`src/rtl/and_share_arb.sv`:
```
// ---------------------------------------------------------------------------
// and_share_arb
//
// Shares a single registered WIDTH-bit bitwise AND unit among NREQ
// requesters. One requester is granted at a time. Its operands are latched
// on the grant edge, and the result is computed one cycle later. The result
// is then held, together with the winner's index, until the consumer
// accepts it.
//
// Parameters:
//   NREQ   number of requesters (2..16)
//   WIDTH  operand / result width
//   IDW    width of o_id, derived from NREQ (do not override)
//
// Ports:
//   clk      clock, all state updates on the rising edge
//   rst_n    asynchronous active-low reset
//   req      per-requester level request
//   a_in     packed operand a, requester i at [i*WIDTH +: WIDTH]
//   b_in     packed operand b, same packing
//   gnt      registered one-hot grant pulse (one cycle per grant)
//   o        a & b of the granted requester
//   o_id     index of the requester that owns o
//   o_valid  result valid, held until accepted
//   o_ready  consumer accepts the result when high together with o_valid
//
// Build option:
//   AND_SHARE_ARB_FIXED_PRI_EN  when defined, the lowest asserted index
//                               always wins and no rotation state is kept.
//                               When undefined, arbitration is round-robin.
// ---------------------------------------------------------------------------
module and_share_arb #(
    parameter int NREQ  = 4,
    parameter int WIDTH = 8,
    parameter int IDW   = $clog2(NREQ)
) (
    input  logic                  clk,
    input  logic                  rst_n,
    input  logic [NREQ-1:0]       req,
    input  logic [NREQ*WIDTH-1:0] a_in,
    input  logic [NREQ*WIDTH-1:0] b_in,
    output logic [NREQ-1:0]       gnt,
    output logic [WIDTH-1:0]      o,
    output logic [IDW-1:0]        o_id,
    output logic                  o_valid,
    input  logic                  o_ready
);

    typedef enum logic [1:0] {
        IDLE = 2'd0,
        EXEC = 2'd1,
        WAIT = 2'd2
    } state_t;

    state_t           state_q;
    state_t           state_d;
    logic [IDW-1:0]   win;
    logic             any_req;
    logic [WIDTH-1:0] a_l;
    logic [WIDTH-1:0] b_l;

    assign any_req = |req;

    // -----------------------------------------------------------------------
    // Winner selection
    // -----------------------------------------------------------------------
`ifdef AND_SHARE_ARB_FIXED_PRI_EN
    // Scan from the top down so the lowest asserted index is written last.
    always_comb begin
        // NOTE: every always_comb output gets a default first; otherwise a
        // path that leaves it unassigned infers a latch.
        win = '0;
        for (int i = NREQ - 1; i >= 0; i--) begin
            if (req[i]) win = IDW'(i);
        end
    end
`else
    logic [IDW-1:0] last;

    // Scan offsets from farthest to nearest so the first asserted index
    // after 'last' is the one written last and wins.
    always_comb begin
        win = '0;
        for (int k = NREQ; k >= 1; k--) begin
            if (req[(int'(last) + k) % NREQ]) win = IDW'((int'(last) + k) % NREQ);
        end
    end

    // Reset to NREQ-1 so requester 0 has first priority after reset.
    always_ff @(posedge clk or negedge rst_n) begin
        if (!rst_n) begin
            last <= IDW'(NREQ - 1);
        end else if (state_q == IDLE && any_req) begin
            last <= win;
        end
    end
`endif

    // -----------------------------------------------------------------------
    // FSM
    // -----------------------------------------------------------------------
    always_ff @(posedge clk or negedge rst_n) begin
        // NOTE: clocked state uses non-blocking assignments so every register
        // samples pre-edge values regardless of statement order.
        if (!rst_n) state_q <= IDLE;
        else        state_q <= state_d;
    end

    always_comb begin
        state_d = state_q;
        case (state_q)
            IDLE:    if (any_req) state_d = EXEC;
            EXEC:    state_d = WAIT;
            WAIT:    if (o_ready) state_d = IDLE;
            default: state_d = IDLE;
        endcase
    end

    // -----------------------------------------------------------------------
    // Datapath: grant, operand capture, registered AND, result hold
    // -----------------------------------------------------------------------
    always_ff @(posedge clk or negedge rst_n) begin
        if (!rst_n) begin
            gnt     <= '0;
            a_l     <= '0;
            b_l     <= '0;
            o       <= '0;
            o_id    <= '0;
            o_valid <= 1'b0;
        end else begin
            case (state_q)
                IDLE: begin
                    if (any_req) begin
                        gnt  <= NREQ'(1) << win;
                        a_l  <= a_in[int'(win)*WIDTH +: WIDTH];
                        b_l  <= b_in[int'(win)*WIDTH +: WIDTH];
                        o_id <= win;
                    end
                end
                EXEC: begin
                    gnt     <= '0;
                    o       <= a_l & b_l;
                    o_valid <= 1'b1;
                end
                WAIT: begin
                    if (o_ready) o_valid <= 1'b0;
                end
                default: ;
            endcase
        end
    end

endmodule

```
`config.mk`:
```
export PLATFORM = sky130hd
export DESIGN_NAME = and_share_arb
export DESIGN_NICKNAME = d
export VERILOG_FILES = /design/src/rtl/and_share_arb.sv
export SDC_FILE = /design/constraint.sdc
export NUM_CORES = 1
export LEC_CHECK = 0
export CAP_MARGIN = 20
export CORE_MARGIN = 4
export CORE_UTILIZATION = 40
export DETAILED_ROUTE_END_ITERATION = 7
export DONT_BUFFER_PORTS = 1
export REMOVE_ABC_BUFFERS = 1
export SYNTH_ARGS = -nofsm -noshare
export SYNTH_HDL_FRONTEND = slang
export SYNTH_SLANG_ARGS = --single-unit
export TNS_END_PERCENT = 20
```
`constraint.sdc`:
```
create_clock -name clk -period 2.2 [get_ports clk]
set_input_delay 0.44 -clock clk [delete_from_list [all_inputs] [get_ports clk]]
set_output_delay 0.44 -clock clk [all_outputs]
set_load 0.02 [all_outputs]
```
==> impl_metrics.env, run 1 <==
export IMPL_design_core_area_sq_um=4750
export IMPL_gp_congestion=0.745
export IMPL_end_kind="flop"
export IMPL_clock_latency_ns=0.28
export IMPL_pin_count=86
export IMPL_rows=25
export IMPL_syn_area_sq_um=1980
export IMPL_die_width_um=78.3
export IMPL_crit_fanout=10
export IMPL_wire_per_inst_um=18.0
export IMPL_grt_pass1_wl_um=7540
export IMPL_grt_usage_pct=16.0
export IMPL_cts_tree="built"
export IMPL_cts_htree_levels=2
export IMPL_layout_nets=267
export IMPL_cts_resized=0
export IMPL_postCtsHoldBufs=2
export IMPL_r2r_start="last[0]$_DFFE_PN1P_"
export IMPL_cts_setup_buffers=0
export IMPL_clock_sinks=35
export IMPL_finalWirelength_um=4760
export IMPL_vias=1512
export IMPL_ir_worst_vdd_mv=0.569
export IMPL_clock_root_buffer="clkbuf_8"
export IMPL_clockBufferDepth=2
export IMPL_drt_first_pass_iters=4
export IMPL_hp_start="o_ready"
export IMPL_antenna_cells=0
export IMPL_antenna_left=0
export IMPL_hp_class="in2reg"
export IMPL_hold_viol_final=0
export IMPL_drtIter0Drc=78
export IMPL_synthCells=191
export IMPL_slew_headroom_pct=36.8
export IMPL_grt_max_degree=36
export IMPL_syn_avg_cell_area_sq_um=10.3
export IMPL_grt_pass1_vias=1499
export IMPL_outcome="finished clean"
export IMPL_required_ns=2.32
export IMPL_synth_seq_cells=35
export IMPL_leakagePower_nw=0.896
export IMPL_power_density_nw_per_um2=1440
export IMPL_start_util_pct=41.6
export IMPL_hpwl_um=3610
export IMPL_startpoint="last[0]$_DFFE_PN1P_"
export IMPL_finalCriticalPeriod_ns=2.04
export IMPL_cts_buffers=5
export IMPL_crit_type="reg2reg"
export IMPL_rsz0062_at_grt="false"
export IMPL_finalMaxSlewViolations=0
export IMPL_yosysSeqAreaShare_pct=44.5
export IMPL_period_share_pct=92.8
export IMPL_globalRouteOverflowTotal=0
export IMPL_clk_pin_slew_ns=0.07
export IMPL_antenna_found_initial=0
export IMPL_layout_drive_gt1_share_pct=21.8
export IMPL_io_buffers=0
export IMPL_die_h_um=78.3
export IMPL_via_per_inst=5.73
export IMPL_max_slew_worst_pin_slew_ns=0.947
export IMPL_clock_skew_ns=0.00672
export IMPL_synth_warnings=0
export IMPL_finalSetupTns_ns=0
export IMPL_drc=0
export IMPL_area_growth_pct=10.6
export IMPL_dieArea_sq_um=6130
export IMPL_pre_cts_ws_ns=0.175
export IMPL_fin_ws_ns=0.158
export IMPL_arrival_ns=2.16
export IMPL_maxCapViolCount=0
export IMPL_startpoint_type="flop"
export IMPL_synth_distinct_cells=31
export IMPL_clock_fmax_ghz=0.490
export IMPL_setup_viol=0
## state kept, by name (all words and copies together) (netlist names)
signal,cells
gnt,4
o_valid,1
a_l,8
o,8
last,2
state_q,2
b_l,8
o_id,2
## synth_stat cells
| master | instances | area share [%] |
|---|---|---|
| a211o_1 | 1 | 0.44 |
| a211oi_1 | 19 | 7.2 |
| a211oi_2 | 13 | 8.2 |
| a21o_1 | 2 | 0.76 |
| a21oi_1 | 4 | 1.0 |
| a32o_1 | 2 | 1.0 |
| and3_2 | 1 | 0.38 |
| and4_1 | 16 | 7.1 |
| buf_2 | 4 | 1.0 |
| buf_4 | 1 | 0.38 |
| buf_6 | 2 | 1.1 |
| clkbuf_1 | 6 | 1.1 |
| dfrtp_1 | 33 | 42 |
| dfstp_2 | 2 | 2.7 |
| inv_1 | 1 | 0.19 |
| inv_2 | 2 | 0.38 |
| mux2i_1 | 16 | 8.1 |
| nand2_1 | 19 | 3.6 |
| nand2_2 | 1 | 0.32 |
| nand2b_1 | 2 | 0.63 |
| nand3_2 | 1 | 0.51 |
| nor2_1 | 22 | 4.2 |
| nor2b_1 | 3 | 0.95 |
| nor2b_2 | 1 | 0.44 |
| o21ai_0 | 9 | 2.3 |
| o21ai_1 | 1 | 0.25 |
| o21ai_4 | 2 | 1.6 |
| o22ai_1 | 2 | 0.63 |
| o311ai_2 | 1 | 0.82 |
| or2_2 | 1 | 0.32 |
| or3b_1 | 1 | 0.44 |
## final cells by class
class	count	area (sq um)
Sequential cell	35	878
Tap cell	67	83.8
Inverter	3	11.3
Fill cell	483	2570
Clock buffer	6	72.6
Multi-Input combinational cell	140	1020
Clock inverter	2	12.5
Timing Repair Buffer	11	110
## worst max-delay path, stage by stage (launching register included)
cell      delay [ns]
dfstp_2         0.56
nor2b_2         0.07
o21ai_4         0.27
nand3_2         0.32
buf_4           0.29
a211oi_1        0.28
a211oi_1        0.08
## path summary, 6_finish.rpt
check | to | slack (ns) | depth (start not counted)
max | a_l[2]$_DFFE_PN0P_ | 0.16 | 6
min | state_q[1]$_DFFE_PN0P_ | 0.27 | 1
max reg2reg | a_l[2]$_DFFE_PN0P_ | 0.16 | 6
min reg2reg | o_valid$_DFFE_PN0P_ | 0.52 | 1
max in group asynchronous | last[0]$_DFFE_PN1P_ | 1.34 | 2
min in group asynchronous | o_id[0]$_DFFE_PN0P_ | 0.60 | 2
## metal layers
| metal | wire length [um] | GRT usage (%) |
|---|---|---|
| met1 | 2020 | 19.4 |
| met2 | 2340 | 27.1 |
| met3 | 334 | 4.82 |
| met4 | 65 | 5.24 |
| met5 | 0 | 0 |
## kinds of logic after synthesis
kind of cell,synth area share (%)
and+or+nand+nor,18.9
AOI/OAI and AO/OA,24.3
muxes,8.11
DFF,44.5
buffers and inverters,4.24
## through the flow
stage,cell area (sq um),hold slack [ns],total power [mW],std cells,util [%]
after global routing,2180,0.246,3.42,264,45.9
after floorplan,1900,0.144,2.30,178,-
final,2180,0.265,3.15,264,45.9
after detailed placement,2070,0.146,2.73,254,43.5
after global placement,2070,0.145,2.65,254,43.5
after CTS,2180,0.260,3.20,264,45.9
## power breakdown
part	total (mW)	switching, mW	internal [mW]
combinational	1.40	0.809	0.592
sequential	1.31	0.341	0.968
clock	0.442	0.221	0.221
total	3.15	1.37	1.78
## cell usage in the layout, fill, tap and decap left out, types with 2 or more instances in the layout
master,netlist,final
clkbuf_8,0,5
nand2b_1,2,2
nor2b_1,3,3
and4_1,16,16
o21ai_0,9,9
o21ai_4,2,2
buf_4,1,8
mux2i_1,16,16
a211oi_2,13,13
dfstp_2,2,2
nand2_1,19,19
a21oi_1,4,4
dfrtp_1,33,33
inv_2,2,2
a211oi_1,19,19
a32o_1,2,2
buf_12,0,2
o22ai_1,2,2
nor2_1,22,21
a21o_1,2,2
No activity file was read; power rests on OpenSTA's default activity.
==> run 2: changes to the inputs <==
Settings changed: CORE_UTILIZATION 40 to 45.
==> run 2 against run 1 <==
Sequential cell count unchanged. Total power decreased by 1.7%. Via count increased by 0.40%. Highest routed layer unchanged. Count of clock-buffer cells in the layout increased by 1. Final cell count decreased by 7.6%. Register-to-register slack improved by 0.06 ns. Die area decreased by 10%. Combinational power decreased by 3%. Core utilization increased by 5.7 points. Sequential power about the same. Worst hold slack got worse by 0.0027 ns. Critical path type unchanged. Fmax increased by 2.9%.
==> impl_metrics.env, run 2 (synthesized netlist as in run 1, its figures left out) <==
export IMPL_fill_cells=383
export IMPL_clk_pin_slew_ns=0.06
export IMPL_grt_pass1_vias=1598
export IMPL_fin_util_pct=51.7
export IMPL_top_usage_layer="met2"
export IMPL_crit_type="reg2reg"
export IMPL_clockBufferDepth=2
export IMPL_grt_max_degree=36
export IMPL_finalWirelength_um=4960
export IMPL_hp_class="in2reg"
export IMPL_period_share_pct=90.2
export IMPL_via_per_inst=6.22
export IMPL_cts_tree="built"
export IMPL_rows=23
export IMPL_outcome="finished clean"
export IMPL_finalCriticalPeriod_ns=1.99
export IMPL_max_stage_delay_ns=0.58
export IMPL_finalPower_mw=3.10
export IMPL_antenna_left=0
export IMPL_drc=0
export IMPL_io_buffers=0
export IMPL_crit_fanout=18
export IMPL_finalSetupTns_ns=0
export IMPL_slowest_stage="dfstp_2"
export IMPL_holdWs_ns=0.263
export IMPL_met1_usage_pct=23.7
export IMPL_grt_pass1_wl_um=7870
export IMPL_finalMaxSlewViolations=0
export IMPL_clock_sinks=35
export IMPL_wire_per_inst_um=20.3
export IMPL_required_ns=2.32
export IMPL_drtIter0Drc=42
export IMPL_clock_latency_ns=0.29
export IMPL_clock_root_buffer="clkbuf_8"
export IMPL_layout_nets=265
export IMPL_clock_fmax_ghz=0.504
export IMPL_end_kind="flop"
export IMPL_layout_commonest_cell="dfrtp_1"
export IMPL_hold_viol_final=0
export IMPL_clock_skew_ns=0.00531
export IMPL_pin_count=86
export IMPL_antenna_found_initial=0
export IMPL_slew_headroom_pct=37.0
export IMPL_max_slew_worst_pin_slew_ns=0.944
export IMPL_drt_first_pass_iters=4
export IMPL_register_area_sq_um=878
export IMPL_mostFrequentLayoutCells="33 x dfrtp_1, 21 x nor2_1, 19 x a211oi_1, 19 x nand2_1"
export IMPL_die_width_um=74.3
export IMPL_leakagePower_nw=0.879
export IMPL_design_core_area_sq_um=4120
export IMPL_ir_worst_vdd_mv=0.392
export IMPL_rsz0062_at_grt="false"
export IMPL_grt_usage_pct=19.4
export IMPL_grt_util_met2_pct=30.9
export IMPL_met3_usage_pct=6.49
export IMPL_multi_input_area_sq_um=1020
export IMPL_area_growth_pct=7.66
export IMPL_cts_resized=0
export IMPL_worstPathCellList="inv_2 -> o311ai_2 -> nand2_2 -> a211oi_1 -> a211oi_2"
export IMPL_dpl_instance_area_sq_um=2020
export IMPL_pre_cts_ws_ns=0.176
export IMPL_gp_congestion=0.726
export IMPL_layout_drive_gt1_share_pct=20.1
export IMPL_antenna_cells=0
export IMPL_maxCapViolCount=0
export IMPL_cts_htree_levels=2
export IMPL_top_regs="a_l x8, b_l x8, o x8"
export IMPL_power_density_nw_per_um2=1460
export IMPL_fin_ws_ns=0.215
export IMPL_startpoint_type="flop"
export IMPL_finalInstanceArea_sq_um=2130
export IMPL_cts_buffers=5
export IMPL_fin_cells=244
export IMPL_dieArea_sq_um=5510
export IMPL_setup_viol=0
export IMPL_die_h_um=74.3
export IMPL_hpwl_um=3600
export IMPL_globalRouteOverflowTotal=0
export IMPL_arrival_ns=2.11
export IMPL_dp_cells=235
export IMPL_vias=1518
export IMPL_start_util_pct=48.0
==> run 2: final cells by class <==
type,count,share of cell area [%]
multi-input cells,140,47.8
repair buffers,9,3.88
well taps,50,2.94
clock buffers,7,3.59
inverters,3,0.529
flip-flops and latches,35,41.3
==> run 2: path summary, 6_finish.rpt <==
check	start	end	slack, ns	cells after the start
min in group asynchronous	rst_n	o[7]$_DFFE_PN0P_	0.60	2
min	o_ready	state_q[1]$_DFFE_PN0P_	0.26	1
max in group asynchronous	rst_n	last[0]$_DFFE_PN1P_	1.35	2
min reg2reg	last[0]$_DFFE_PN1P_	last[0]$_DFFE_PN1P_	0.53	2
max reg2reg	last[1]$_DFFE_PN1P_	a_l[1]$_DFFE_PN0P_	0.21	5
max	last[1]$_DFFE_PN1P_	a_l[1]$_DFFE_PN0P_	0.21	5
==> run 2: power breakdown <==
| group | total (mW) | internal [mW] | leakage [nW] | switching [mW] |
|---|---|---|---|---|
| clock | 0.431 | 0.218 | 0.0383 | 0.213 |
| sequential | 1.30 | 0.968 | 0.412 | 0.334 |
| combinational | 1.36 | 0.552 | 0.429 | 0.813 |
| total | 3.10 | 1.74 | 0.879 | 1.36 |
==> run 2: repair_timing <==
| item | CTS | global route |
|---|---|---|
| hold endpoints to repair | 35 | 0 |
| setup endpoints to repair | 0 | 0 |
| setup buffers | 0 | 0 |
| hold buffers | 2 | 0 |
==> run 2: critical path: cells and delay by family, from the launching register on <==
family | cells | cell delay (ns)
simple gates | 1 | 0.36
flops | 1 | 0.58
buf+inv | 1 | 0.07
compound gates | 3 | 0.81
==> run 2: metal layers <==
| layer | up-vias | routed length (um) |
|---|---|---|
| met2 | 68 | 2350 |
| met5 | - | 0 |
| li1 | 715 | - |
| met4 | 0 | 124 |
| met1 | 723 | 2070 |
| met3 | 12 | 406 |
==> run 3: changes to the inputs <==
==> constraint.sdc (replaced) <==
create_clock -name clk -period 2.2 [get_ports clk]
set_input_delay 0.55 -clock clk [delete_from_list [all_inputs] [get_ports clk]]
set_output_delay 0.55 -clock clk [all_outputs]
set_load 0.02 [all_outputs]
==> run 3 against run 2 <==
Register-to-register slack improved by 0.09 ns. Clock power is 18% higher. Routed wire length down 1.8%. Via count is 0.20% higher. Critical endpoint is now a_l[3]$_DFFE_PN0P_. Total power up 3.2%. Sequential share of layout area fell by 0.69 points. Clock skew is 0.0020 ns higher. Setup slack better by 0.089 ns. Sequential cell count did not move. Die area is the same.
==> impl_metrics.env, run 3 (synthesized netlist as in run 1, its figures left out) <==
export IMPL_postCtsHoldBufs=1
export IMPL_area_growth_pct=9.50
export IMPL_fin_util_pct=52.6
export IMPL_max_slew_worst_pin_slew_ns=0.740
export IMPL_critPathBufInv=1
export IMPL_antenna_found_initial=0
export IMPL_clk_pin_slew_ns=0.07
export IMPL_hold_viol_final=0
export IMPL_hp_class="in2async"
export IMPL_rsz0062_at_grt="false"
export IMPL_r2r_setup_slack_ns=0.30
export IMPL_arrival_ns=2.06
export IMPL_crit_fanout=18
export IMPL_die_width_um=74.3
export IMPL_layout_commonest_cell="dfrtp_1"
export IMPL_max_stage_delay_ns=0.58
export IMPL_drt_first_pass_iters=4
export IMPL_gp_congestion=0.805
export IMPL_finalWirelength_um=4870
export IMPL_clockBufferDepth=2
export IMPL_antenna_left=0
export IMPL_clock_root_buffer="clkbuf_8"
export IMPL_grt_usage_pct=19.5
export IMPL_rows=23
export IMPL_setup_viol=0
export IMPL_clock_sinks=35
export IMPL_grt_pass1_wl_um=7960
export IMPL_cts_resized=0
export IMPL_mostFrequentLayoutCells="33 x dfrtp_1, 21 x nor2_1, 19 x a211oi_1, 19 x nand2_1"
export IMPL_fin_cells=247
export IMPL_period_share_pct=86.2
export IMPL_worstSetupPathDepth=5
export IMPL_pin_count=86
export IMPL_startpoint_type="flop"
export IMPL_cts_buffers=5
export IMPL_io_buffers=0
export IMPL_maxCapViolCount=0
export IMPL_slowest_stage="dfstp_2"
export IMPL_leakagePower_nw=0.903
export IMPL_antenna_cells=0
export IMPL_clock_fmax_ghz=0.527
export IMPL_power_density_nw_per_um2=1480
export IMPL_r2r_start="last[1]$_DFFE_PN1P_"
export IMPL_clock_latency_ns=0.28
export IMPL_layout_nets=267
export IMPL_finalPower_mw=3.20
export IMPL_path_delay_family="compound AO/OA/AOI/OAI gates"
export IMPL_required_ns=2.36
export IMPL_top_regs="a_l x8, b_l x8, o x8"
export IMPL_hpwl_um=3600
export IMPL_holdWs_ns=0.0844
export IMPL_reg2regPathDepth=5
export IMPL_cts_setup_buffers=0
export IMPL_worstPathCellList="inv_2 -> o311ai_2 -> nand2_2 -> a211oi_1 -> a211oi_2"
export IMPL_dp_cells=238
export IMPL_finalMaxSlewViolations=0
export IMPL_cts_htree_levels=2
export IMPL_startpoint="last[1]$_DFFE_PN1P_"
export IMPL_finalSetupTns_ns=0
export IMPL_design_core_area_sq_um=4120
export IMPL_wire_per_inst_um=19.7
export IMPL_globalRouteOverflowTotal=0
export IMPL_drc=0
export IMPL_drtIter0Drc=60
export IMPL_grt_max_degree=34
export IMPL_finalCriticalPeriod_ns=1.90
export IMPL_slew_headroom_pct=50.7
export IMPL_via_per_inst=6.16
export IMPL_end_kind="flop"
export IMPL_grt_pass1_vias=1627
export IMPL_layout_drive_gt1_share_pct=22.3
export IMPL_ir_worst_vdd_mv=0.494
export IMPL_vias=1521
export IMPL_dieArea_sq_um=5510
export IMPL_outcome="finished clean"
export IMPL_clock_skew_ns=0.00729
export IMPL_cts_tree="built"
export IMPL_die_h_um=74.3
export IMPL_start_util_pct=48.0
export IMPL_crit_type="reg2reg"
run 3: cell types whose count changed in the layout (fill, tap and decap cells not counted):
cell | previous run | this run
dlygate4sd3_1 | 1 | 0
clkbuf_8 | 5 | 7
buf_4 | 7 | 10
clkbuf_1 | 2 | 1
run 3: power by group:
part	total, mW	switching [mW]	internal (mW)
Sequential	1.30	0.337	0.967
Combinational	1.38	0.803	0.580
Clock	0.510	0.225	0.286
Total	3.20	1.36	1.83
run 3: area by class of cell:
type                            instances  area [sq um]
Fill cell                             389          1950
Multi-Input combinational cell        140          1020
Sequential cell                        35           878
Clock buffer                            8           100
Timing Repair Buffer                   11          95.1
Tap cell                               50          62.6
Inverter                                3          11.3
run 3: worst paths after layout:
kind                                           to
hold / removal                 b_l[7]$_DFFE_PN0P_
hold reg to reg                  o[4]$_DFFE_PN0P_
max in group asynchronous      a_l[0]$_DFFE_PN0P_
min in group clk           state_q[1]$_DFFE_PN0P_
setup reg to reg               a_l[3]$_DFFE_PN0P_
setup / recovery               a_l[3]$_DFFE_PN0P_
run 3: per-layer routing:
metal,vias to the layer above,share of wire (%),global-route usage [%]
met3,12,8.5,6.35
met4,0,2.6,7.91
li1,719,-,-
met1,716,41,23.1
met2,74,48,32.6
met5,-,0,0
run 3: per-stage QoR:
| step | worst slack [ns] | area, sq um |
|---|---|---|
| after floorplan | 0.0663 | 1900 |
| after global placement | 0.298 | 2040 |
| after detailed placement | 0.248 | 2040 |
| after CTS | 0.287 | 2160 |
| after global routing | 0.164 | 2160 |
| final | 0.304 | 2160 |
==> edit 1, RTL diff (config.mk and constraints of run 2) <==
The parameter `NREQ` goes from 4 to 2.
--- a/src/rtl/and_share_arb.sv
+++ b/src/rtl/and_share_arb.sv
@@ -31,5 +31,5 @@
 // ---------------------------------------------------------------------------
 module and_share_arb #(
-    parameter int NREQ  = 4,
+    parameter int NREQ  = 2,
     parameter int WIDTH = 8,
     parameter int IDW   = $clog2(NREQ)
Interface: changed (5 resized); port bits go from 86 to 49. No check against the original RTL was run, so the function may have changed too.
==> edit 1 against run 2 <==
Global-route usage fell by 3.1 points; routed wire length fell by 39%; area after synthesis fell by 30%; sequential cell count fell by 4; cell area fell by 31%; synthesized cell count fell by 25%; setup slack improved by 0.45 ns; critical endpoint is now a_l[3]; total power fell by 29%.
==> edit 1: results (changes against run 2) <==
The run finished with clean final reports. The met2 track demand over resource in global routing was 24.9% (-6.0 points). The number of fill cells is 266 (-31%), and the maximum number of pins on one net before global-route repair is 32 (-11%). The leakage dissipation was 0.000660 uW (-25%); the mean number of vias per cell was 5.86 (-5.7%).

Global-route total usage across every layer: 16.3% (-3.1 points). The xor/xnor share of the synthesized area came out at 0% (unchanged). The clock insertion delay at the later pin of the skew report was 0.34 ns (+0.05 ns).

Via count of the first global-routing pass: 1015 (-36%). By area the synthesized netlist is led by dfrtp_1, nand2_1, a31oi_1. The total detailed-routing wirelength was 3000 um (-39%); the net count of the finished layout was 181 (-32%). Stage delay of the slowest cell on the critical path: 0.48 ns (-0.10 ns).

The sum of net half-perimeters after detailed placement was 2070 um (-43%); the share of post-route cells with drive strength above 1 was 11.0% (-9.1 points). Highest-delay cell along the critical path: dfrtp_1. The tools report the number of unique standard cell types used by synthesis as 24 (-23%). The logs give 143 (-25%) for the synthesized instance count and 1.74 ns (-0.37 ns) for the arrival time at the worst endpoint. The run gives 62 (+48%) as the DRC violation total after the first TritonRoute iteration. The cell type group with the largest total delay on the critical path was simple AND/OR/NAND/NOR gates.

The part of the Yosys area used for sequential elements is 56.4% (+12 points), and the maximum fanout encountered on the critical timing path is 17 (-1). The transition time of the tightest slew-check pin works out to 0.640 ns (-0.304 ns). Met3 track utilization from global routing: 6.04% (-0.45 points). Number of placed instances with taps included: 166 (-29%). The first-pass GRT wire length was 5000 um (-36%); the mux share of post-synthesis cell area was 0.726% (-7.4 points). For the weighted congestion reported at the end of routability-driven placement, the log shows 0.748 (+3.0%).
[edit 1: changes by cell type after synthesis, sizes merged, moves of 14 or more]
cell	run 2	this run
nor2	22	1
a31oi	0	14
and4	16	2
mux2i	16	1
nand2	20	47
a211oi	32	0
[edit 1: cell families after synthesis]
| kind of cell | Yosys count |
|---|---|
| compound gates | 46 |
| buf+inv | 11 |
| flops | 31 |
| mux | 1 |
| simple gates | 54 |
[edit 1: area by class of cell]
type	instances	area [um^2]	share of cell area (%)
clock buffer	8	68.8	4.71
sequential	31	777	53.2
tap	31	38.8	2.65
inverter	2	7.51	0.514
multi-input combinational	101	532	36.4
timing repair buffer	3	37.5	2.57
[edit 1: metrics by stage]
step | hold WS, ns | cell area [um^2] | setup WS, ns | util, %
floorplan | 0.144 | 1320 | 0.749 | -
global placement | 0.145 | 1360 | 0.641 | 47.8
detailed placement | 0.145 | 1360 | 0.593 | 47.8
CTS | 0.194 | 1460 | 0.673 | 51.2
global route | 0.183 | 1460 | 0.533 | 51.2
finish | 0.201 | 1460 | 0.662 | 51.2
[edit 1: path summary, 6_finish.rpt]
kind	startpoint	endpoint	slack, ns	cells after the start
max	state_q[0]	a_l[3]	0.66	4
min	o_ready	state_q[1]	0.20	1
max reg2reg	state_q[0]	a_l[3]	0.66	4
min reg2reg	b_l[0]	o[0]	0.52	2
max in group asynchronous	rst_n	last	1.41	2
min in group asynchronous	rst_n	b_l[5]	0.54	2
[edit 1: layer usage]
metal	wire, um	share of wire (%)
met2	1410	47
met1	1340	45
met4	54	1.8
met3	203	6.8
met5	0	0
[edit 1: report_power, final]
group / internal [uW] / total, uW / switching [uW]
clock: 188 / 382 / 194
sequential: 849 / 1150 / 303
combinational: 263 / 653 / 390
==> edit 2, RTL diff (config.mk and constraints of run 2) <==
Made on the original files. Re-encode `state_t` (3 states) as one-hot, 3 bits wide.
--- a/src/rtl/and_share_arb.sv
+++ b/src/rtl/and_share_arb.sv
@@ -47,8 +47,8 @@
 );
 
-    typedef enum logic [1:0] {
-        IDLE = 2'd0,
-        EXEC = 2'd1,
-        WAIT = 2'd2
+    typedef enum logic [2:0] {
+        IDLE = 3'b001,
+        EXEC = 3'b010,
+        WAIT = 3'b100
     } state_t;
 
Function: no difference found for any inputs over 4 cycles, from zero or initial values and one cycle with rst_n low; so few cycles prove little.
==> edit 2 against run 2 <==
Clock power rose by 47%; area after synthesis rose by 6.3%; cell area rose by 7.4%; setup slack got worse by 0.083 ns; sequential cell count rose by 1; critical endpoint is now a_l[5]; die area rose by 5.6%; highest routed layer unchanged; total power rose by 13%; routed wire length rose by 0.16%.
==> edit 2: results (changes against run 2) <==
The sum of net half-perimeters after detailed placement was 3470 um (-3.4%). The largest registers in the layout are a_l x8, b_l x8, o x8. By count the netlist is led by nand3_1, dfrtp_1, nand2_1. The run finished with clean final reports. The highest-delay cell along the critical path is dfstp_2. The tools report the number of fill cells as 409 (+6.8%). The share of post-route cells with drive strength above 1 is 21.2% (+1.1 points). Beginning of the worst hold path: o_ready.

The maximum number of pins on one net before global-route repair came out at 39 (+8.3%). The tools report the root buffer selected by CTS as clkbuf_8. The logs give 2 (unchanged) for the worst-case clock buffer depth and 33 (+6.5%) for the number of unique standard cell types used by synthesis. Worst slew margin relative to its limit: 65.8% (+29 points). The tightest min-delay check is of the input pin to flop type.

The fraction of registers with async set or reset after synthesis came out at 100% (unchanged). The average wire per standard cell came out at 19.5 um (-4.2%). The logs give 2.24 ns (+0.13 ns) for the arrival time at the worst endpoint and 0 (unchanged) for the total grt overflow. The leakage dissipation was 0.000993 uW (+13%).

The number of antenna violations at the first check in global routing was 0 (unchanged). Sorting the synthesized cells by area gives the leading types as dfrtp_1, mux2i_1, nand3_1. The utilization of the core after routing came out at 51.4% (-0.31 points). The placement-stage worst setup slack came out at 0.100 ns (-0.0761 ns).

The number of iterations in the first detailed-routing pass came out at 4 (unchanged). The run gives 0.759 (+4.6%) as the weighted congestion reported at the end of routability-driven placement. The first-pass GRT wire length is 8130 um (+3.3%), and the global-route total usage across every layer is 17.3% (-2.1 points). Clock skew: 0.0120 ns (+0.00674 ns).

The clock transition at the registers of the reported paths works out to 0.08 ns (+0.02 ns). Stage delay of the slowest cell on the critical path: 0.59 ns. The logs give 1649 (+3.2%) for the via count of the first global-routing pass and 0 (unchanged) for the number of diodes. The tools report the launching instance or port of the critical path as last[1]. The number of synthesis warnings was 0 (unchanged); the maximum fanout encountered on the critical timing path was 28 (+10). The count of buffers from port buffering came out at 0 (unchanged). The tools report the net count of the finished layout as 273 (+3.0%). The mean number of vias per cell was 6.12 (-1.6%).

The worst-case vdd ir drop is 0.614 mV (+57%). The number of setup buffers added after CTS came out at 0 (unchanged). For the number of CTS-inserted buffers, the log shows 5 (unchanged). The DRC violation total after the first TritonRoute iteration was 85 (+100%). The clock reaches the later pin of the worst-skew pair after 0.28 ns.

The tools report the H-tree depth as 2 (unchanged). The tools report the part of the Yosys area used for sequential elements as 43.1% (-1.4 points). For this run, the leading register cell type out of synthesis is dfrtp_1. The number of max-capacitance violations reported was 0 (unchanged); the post-place instance area was 2130 um^2 (+5.2%).
edit 2: changes by cell type in the layout (fill, tap and decap cells not counted), moves of 3 or more:
cell	run 2	this run
nand3_1	0	34
a211oi_1	19	0
a221o_1	0	16
and4_1	16	0
a211oi_2	13	0
nor2_1	21	11
mux2_2	0	9
mux2_4	0	7
nor2b_1	3	0
edit 2: final cells by class:
| cell class | instances | area share, % |
|---|---|---|
| multi-input cells | 145 | 46.8 |
| flip-flops and latches | 36 | 39.6 |
| repair buffers | 10 | 4.49 |
| clock buffers | 7 | 4.22 |
| well taps | 52 | 2.85 |
| clock inverters | 1 | 1.32 |
| inverters | 4 | 0.712 |
edit 2: cells by family after synthesis:
logic type / share of synthesized area, %
compound gates: 14.4
buf+inv: 6.44
flops: 43.1
mux: 18.4
simple gates: 17.6
edit 2: layer usage:
metal | track usage [%] | up-vias | routed length, um
met4 | 3.99 | 0 | 68
met3 | 6.50 | 6 | 435
li1 | - | 741 | -
met2 | 27.1 | 70 | 2370
met5 | 0 | - | 0
met1 | 22.7 | 744 | 2090
edit 2: metrics by stage:
step / hold WS, ns / power [uW] / std cells
final: 0.410 / 3510 / 255
after global routing: 0.405 / 3790 / 255
after CTS: 0.400 / 3560 / 255
after detailed placement: 0.145 / 2890 / 245
after global placement: 0.145 / 2810 / 245
after floorplan: 0.144 / 2430 / 185
edit 2: worst max-delay path, delay by kind of cell (launching register included):
family / cells / cell delay [ns]
compound gates: 3 / 0.61
buf+inv: 1 / 0.25
flops: 1 / 0.59
mux: 1 / 0.37
simple gates: 1 / 0.14
edit 2: power breakdown:
part	switching [uW]	internal (uW)
logic	831	702
registers	353	991
clock network	232	400
edit 2: worst paths after layout:
path,end,slack (ns),depth (start not counted)
hold / removal,o_valid,0.41,3
setup reg to reg,a_l[5],0.13,6
min in group asynchronous,o_id[0],0.65,2
max in group asynchronous,state_q[0],1.30,2
hold reg to reg,last[1],0.51,2
setup / recovery,a_l[5],0.13,6
edit 2: timing repair:
item | 4_1_cts | 5_1_grt
hold buffers | 2 | 0
endpoints found under the hold margin | 36 | 0
gates resized for setup | 0 | 1
setup endpoints to repair | 0 | 16
